$ cat config.mk
export PLATFORM = sky130hd
export DESIGN_NAME = frame_streamer
export DESIGN_NICKNAME = d
export VERILOG_FILES = /design/src/rtl/frame_streamer.sv
export SDC_FILE = /design/constraint.sdc
export NUM_CORES = 1
export LEC_CHECK = 0
export CAP_MARGIN = 40
export CORE_MARGIN = 4
export CORE_UTILIZATION = 55
export CTS_BUF_LIST = sky130_fd_sc_hd__clkbuf_4 sky130_fd_sc_hd__clkbuf_8
export DETAILED_ROUTE_END_ITERATION = 10
export PLACE_DENSITY = 0.93
export REMOVE_ABC_BUFFERS = 1
export SYNTH_ARGS = -nofsm -noshare
export SYNTH_HDL_FRONTEND = slang
export SYNTH_SLANG_ARGS = --single-unit
$ cat constraint.sdc
create_clock -name i_clk -period 6.3 [get_ports i_clk]
set_input_delay 1.26 -clock i_clk [delete_from_list [all_inputs] [get_ports i_clk]]
set_output_delay 1.26 -clock i_clk [all_outputs]
set_load 0.005 [all_outputs]
$ cat src/rtl/frame_streamer.sv
// Streams one frame of pixels from a ready/valid source with coordinates, then
// waits for a tracker centroid (or a timeout) before finishing or restarting.
module frame_streamer #(
    parameter int WIDTH       = 640,
    parameter int HEIGHT      = 480,
    parameter int RES_TIMEOUT = 4096,
    parameter int NOT_FOUND   = 2023
) (
    input  logic        i_clk,
    input  logic        i_rst_n,
    input  logic        i_start,
    input  logic        i_continuous,
    input  logic        i_abort,
    input  logic        src_valid,
    input  logic [7:0]  src_r,
    input  logic [7:0]  src_g,
    input  logic [7:0]  src_b,
    output logic        src_ready,
    output logic        o_start,
    output logic        o_valid,
    output logic [7:0]  o_r,
    output logic [7:0]  o_g,
    output logic [7:0]  o_b,
    output logic [10:0] o_x,
    output logic [10:0] o_y,
    output logic        o_frame_start,
    output logic        o_frame_end,
    input  logic        res_valid,
    input  logic [10:0] res_x,
    input  logic [10:0] res_y,
    output logic [10:0] o_cx,
    output logic [10:0] o_cy,
    output logic        o_found,
    output logic        o_done,
    output logic        o_timeout,
    output logic [15:0] o_frame_cnt
);

    localparam int          CW   = $clog2(RES_TIMEOUT) + 1;
    localparam logic [10:0] NF   = 11'(NOT_FOUND);
    localparam logic [10:0] XMAX = 11'(WIDTH - 1);
    localparam logic [10:0] YMAX = 11'(HEIGHT - 1);
    localparam logic [CW-1:0] TMAX = CW'(RES_TIMEOUT - 1);

    typedef enum logic [2:0] {
        S_IDLE, S_START, S_STREAM, S_FLUSH, S_END, S_WAIT_RES
    } state_t;

    state_t        state_q, state_d;
    logic [10:0]   x_q, x_d, y_q, y_d;
    logic [CW-1:0] wait_q, wait_d;
    logic          pix_vld_q, pix_vld_d;
    logic          fs_q, fs_d;
    logic [7:0]    r_q, r_d, g_q, g_d, b_q, b_d;
    logic [10:0]   ox_q, ox_d, oy_q, oy_d;
    logic [10:0]   cx_q, cx_d, cy_q, cy_d;
    logic          found_q, found_d;
    logic          done_q, done_d;
    logic          tmo_q, tmo_d;
    logic [15:0]   cnt_q, cnt_d;

    logic accept, last_pix;
    state_t after_res;

    assign accept    = (state_q == S_STREAM) && src_valid;
    assign last_pix  = (x_q == XMAX) && (y_q == YMAX);
    assign after_res = i_continuous ? S_START : S_IDLE;

    always_comb begin
        state_d   = state_q;
        x_d       = x_q;
        y_d       = y_q;
        wait_d    = wait_q;
        pix_vld_d = 1'b0;
        fs_d      = 1'b0;
        r_d       = r_q;
        g_d       = g_q;
        b_d       = b_q;
        ox_d      = ox_q;
        oy_d      = oy_q;
        cx_d      = cx_q;
        cy_d      = cy_q;
        found_d   = found_q;
        done_d    = 1'b0;
        tmo_d     = 1'b0;
        cnt_d     = cnt_q;

        case (state_q)
            S_IDLE: begin
                if (i_start) state_d = S_START;
            end
            S_START: begin
                x_d     = '0;
                y_d     = '0;
                state_d = S_STREAM;
            end
            S_STREAM: begin
                if (accept) begin
                    pix_vld_d = 1'b1;
                    fs_d      = (x_q == '0) && (y_q == '0);
                    r_d       = src_r;
                    g_d       = src_g;
                    b_d       = src_b;
                    ox_d      = x_q;
                    oy_d      = y_q;
                    if (x_q == XMAX) begin
                        x_d = '0;
                        y_d = y_q + 11'd1;
                    end else begin
                        x_d = x_q + 11'd1;
                    end
                end
                // Abort still lets a same-cycle accept through; it is presented in FLUSH.
                if ((accept && last_pix) || i_abort) state_d = S_FLUSH;
            end
            S_FLUSH: begin
                state_d = S_END;
            end
            S_END: begin
                wait_d  = '0;
                state_d = S_WAIT_RES;
            end
            S_WAIT_RES: begin
                wait_d = wait_q + 1'b1;
                if (res_valid) begin
                    cx_d    = res_x;
                    cy_d    = res_y;
                    found_d = (res_x != NF) && (res_y != NF);
                    done_d  = 1'b1;
                    cnt_d   = cnt_q + 16'd1;
                    state_d = after_res;
                end else if (wait_q == TMAX) begin
                    cx_d    = NF;
                    cy_d    = NF;
                    found_d = 1'b0;
                    tmo_d   = 1'b1;
                    state_d = after_res;
                end
            end
            default: state_d = S_IDLE;
        endcase
    end

    always_ff @(posedge i_clk or negedge i_rst_n) begin
        if (!i_rst_n) begin
            state_q   <= S_IDLE;
            x_q       <= '0;
            y_q       <= '0;
            wait_q    <= '0;
            pix_vld_q <= 1'b0;
            fs_q      <= 1'b0;
            r_q       <= '0;
            g_q       <= '0;
            b_q       <= '0;
            ox_q      <= '0;
            oy_q      <= '0;
            cx_q      <= NF;
            cy_q      <= NF;
            found_q   <= 1'b0;
            done_q    <= 1'b0;
            tmo_q     <= 1'b0;
            cnt_q     <= '0;
        end else begin
            state_q   <= state_d;
            x_q       <= x_d;
            y_q       <= y_d;
            wait_q    <= wait_d;
            pix_vld_q <= pix_vld_d;
            fs_q      <= fs_d;
            r_q       <= r_d;
            g_q       <= g_d;
            b_q       <= b_d;
            ox_q      <= ox_d;
            oy_q      <= oy_d;
            cx_q      <= cx_d;
            cy_q      <= cy_d;
            found_q   <= found_d;
            done_q    <= done_d;
            tmo_q     <= tmo_d;
            cnt_q     <= cnt_d;
        end
    end

    assign src_ready     = (state_q == S_STREAM);
    assign o_start       = (state_q == S_START);
    assign o_frame_end   = (state_q == S_END);
    assign o_valid       = pix_vld_q;
    assign o_frame_start = fs_q;
    assign o_r           = r_q;
    assign o_g           = g_q;
    assign o_b           = b_q;
    assign o_x           = ox_q;
    assign o_y           = oy_q;
    assign o_cx          = cx_q;
    assign o_cy          = cy_q;
    assign o_found       = found_q;
    assign o_done        = done_q;
    assign o_timeout     = tmo_q;
    assign o_frame_cnt   = cnt_q;

endmodule

==> flow_metrics.tcl <==
set metrics [dict create \
    outcome "finished clean" \
    final_net_count 764 \
    p_total_mw 2.90 \
    fin_crit_sh_pct 59.5 \
    worstPathRequired_ps 6650 \
    register_area_um2 3200 \
    rr_endpoint "y_q[1]$_DFFE_PN0P_" \
    synth_fa_ha_area_share_pct 1.33 \
    hold_class "flip-flop to flip-flop" \
    crit_path_max_fanout 54 \
    setup_viol 0 \
    tns_ps 0 \
    multi_input_comb_area_um2 2270 \
    synth.distinct_cells 57 \
    critPathKind "input port to flip-flop" \
    placementRows 36 \
    drv_cap 0 \
    critical_path.top_delay_family "buffers and inverters" \
    slowest_stage "inv_2" \
    ctsRootBufferMaster "clkbuf_8" \
    clkTransAtPathRegs_ps 70 \
    core_area_um2 9910 \
    max-slew-margin-rel_pct 43.6 \
    worstHoldEndpoint "o_r[1]$_DFFE_PN0P_" \
    ys.flop_type "dfrtp_1" \
    synthSimpleGateAreaFrac_pct 22.9 \
    most-common-layout-cells "174 x nand2_1, 143 x clkdlybuf4s50_1, 109 x dfrtp_1" \
    synth_top_family_by_area "simple AND/OR/NAND/NOR gates" \
    rsz0062_at_grt "false" \
    r2r-start "state_q[2]$_DFFE_PN0P_" \
    postCtsHoldBufs 0 \
    wl_per_cell_um 17.7 \
    drv_slew 0 \
    final_cells 851 \
    worst-path-buf-inv 3 \
    yosys.area_share.xor_xnor_pct 3.10 \
    place_congestion 0.883 \
    layout_commonest_cell "nand2_1" \
    antenna_found_initial 0 \
    finalHoldViolCount 0 \
    cts_setup_buffers 0 \
    drt_iter0_drc 474 \
    route.vias.total 4864 \
    start_util_pct 57.1 \
    grt_pass1_wl_um 24300 \
    hold_ws_ps 477 \
    area_growth_pct 34.6 \
    cpPeakStageDelay_ps 690 \
    antenna_left 0 \
    syn_avg_cell_area_um2 10.0 \
    grt_usage_pct 25.9 \
    min_from "o_r[1]$_DFFE_PN0P_" \
    cts_tree "done" \
    ios 145 \
    yosys_warnings 0 \
    seq_area_frac_synth_pct 56.6 \
    cts_buffer_depth 2 \
    synthArstFlopShare_pct 100 \
    cts_resized 0 \
    r2r_cells 7 \
    die_h_um 109 \
    cts_made_buffers 17 \
    vdd_drop_max_v 0.000221 \
    antenna_cells 0 \
    max_freq_mhz 267 \
    min_path_cells 2 \
    drc 0 \
    worst_slew_pin_slew_ps 845 \
    clock_sinks 127 \
    num-fill-cells 611 \
    critPathArrivalTime_ps 4100 \
    clk_latency_ps 430 \
    netlist_instances 565 \
    firstDrtPassIters 5 \
    start_kind "input port" \
    period_needed_ps 3750 \
    die_width_um 109 \
    numPortBuffers 144 \
    routed_wl_um 15100 \
    placed_cells_incl_taps 818 \
    synth_compound_area_share_pct 10.6 \
    synthMuxAreaShare_pct 2.12 \
    synth-edff-count 0 \
    worst_setup_path_end_kind "flip-flop" \
    vias_per_cell 5.72 \
    hpwl_um 10400 \
    leakage_nw 3.45 \
    netlist_area_um2 5650 \
    cp_cell_sequence "clkdlybuf4s50_1, nand4bb_2, buf_4, inv_2, nor2_1, a2111oi_1, mux2i_1" \
    htreeDepth 4 \
    power_density_nw_per_um2 381 \
    fp.dieArea_um2 12000 \
    grt_pass1_vias 4935 \
    r2r_slack_ps 3100 \
    grt_max_degree 63 \
    grt_overflow 0 \
    fin_skew_ps 14.0 \
    drive_above_1_share_pct 9.75 \
    ys_ff_latch 127 \
]
-- worst min-delay path, stage by stage (launching register included) --
cell,delay (ps)
dfrtp_1,340
nand2_1,50
nand2_1,50
-- layout make-up --
cell class / instances / area share (%)
inverters: 14 / 0.690
repair buffers: 148 / 19.6
flip-flops and latches: 127 / 42.0
multi-input cells: 397 / 29.8
clock buffers: 20 / 3.62
clock inverters: 12 / 2.07
well taps: 133 / 2.19
-- how the worst max path moves through the flow --
stage,slack [ps],cells past startpoint,from,end
floorplan,1770,5,src_valid,y_q[1]$_DFFE_PN0P_
global placement,2020,7,src_valid,y_q[1]$_DFFE_PN0P_
detailed placement,1860,7,src_valid,y_q[1]$_DFFE_PN0P_
CTS,2290,7,src_valid,y_q[1]$_DFFE_PN0P_
global route,2420,7,src_valid,y_q[10]$_DFFE_PN0P_
finish,2550,7,src_valid,y_q[10]$_DFFE_PN0P_
-- layer usage --
metal,global-route usage (%),vias up,share of wire (%)
li1,-,2248,-
met1,33.0,2347,40
met2,43.2,236,49
met3,5.99,33,7.6
met4,9.80,0,2.6
met5,0,-,0
-- flip-flops by register name, indices dropped and copies added, names as in the netlist --
signal,count
o_found,1
state_q,3
o_g,8
o_cy,11
o_valid,1
o_cx,11
o_y,11
o_done,1
wait_q,13
o_frame_cnt,16
o_frame_start,1
o_r,8
o_timeout,1
o_x,11
y_q,11
o_b,8
x_q,11
-- kinds of logic after synthesis --
kind of cell / after synthesis
DFF: 127
muxes: 12
buffers and inverters: 41
AOI/OAI and AO/OA: 80
adders and majority gates: 6
and+or+nand+nor: 279
xor gates and xnor gates: 20
-- where the power goes --
group | internal (mW) | switching [mW] | leakage (nW) | total (mW)
combinational | 0.505 | 0.422 | 1.59 | 0.927
sequential | 1.05 | 0.170 | 1.65 | 1.22
clock | 0.425 | 0.324 | 0.212 | 0.750
total | 1.98 | 0.917 | 3.45 | 2.90
-- Yosys cell counts, types with 7 or more instances --
| library cell | n | area, um^2 |
|---|---|---|
| clkbuf_1 | 12 | 45.0 |
| o22a_1 | 18 | 158 |
| o21ai_0 | 14 | 70.1 |
| o21ai_1 | 7 | 35.0 |
| nor3_1 | 12 | 60.1 |
| mux2i_1 | 12 | 120 |
| dfstp_2 | 18 | 473 |
| dfrtp_1 | 109 | 2730 |
| nor4_1 | 7 | 43.8 |
| nand4_1 | 13 | 81.3 |
| nand2_1 | 174 | 653 |
| nand3_1 | 19 | 95.1 |
| inv_1 | 11 | 41.3 |
| xor2_1 | 12 | 105 |
| xnor2_1 | 8 | 70.1 |
| a21oi_1 | 9 | 45.0 |
| nor2_1 | 17 | 63.8 |
-- per-stage QoR --
step                      instance area (um^2)  worst slack (ps)  util (%)
after detailed placement                  7170              1860      72.4
after global placement                    7140              2020      72.1
after global routing                      7610              2420      76.8
after floorplan                           5520              1770         -
final                                     7610              2550      76.8
after CTS                                 7600              2290      76.7
Note: power is estimated with default switching activity, not from simulation.
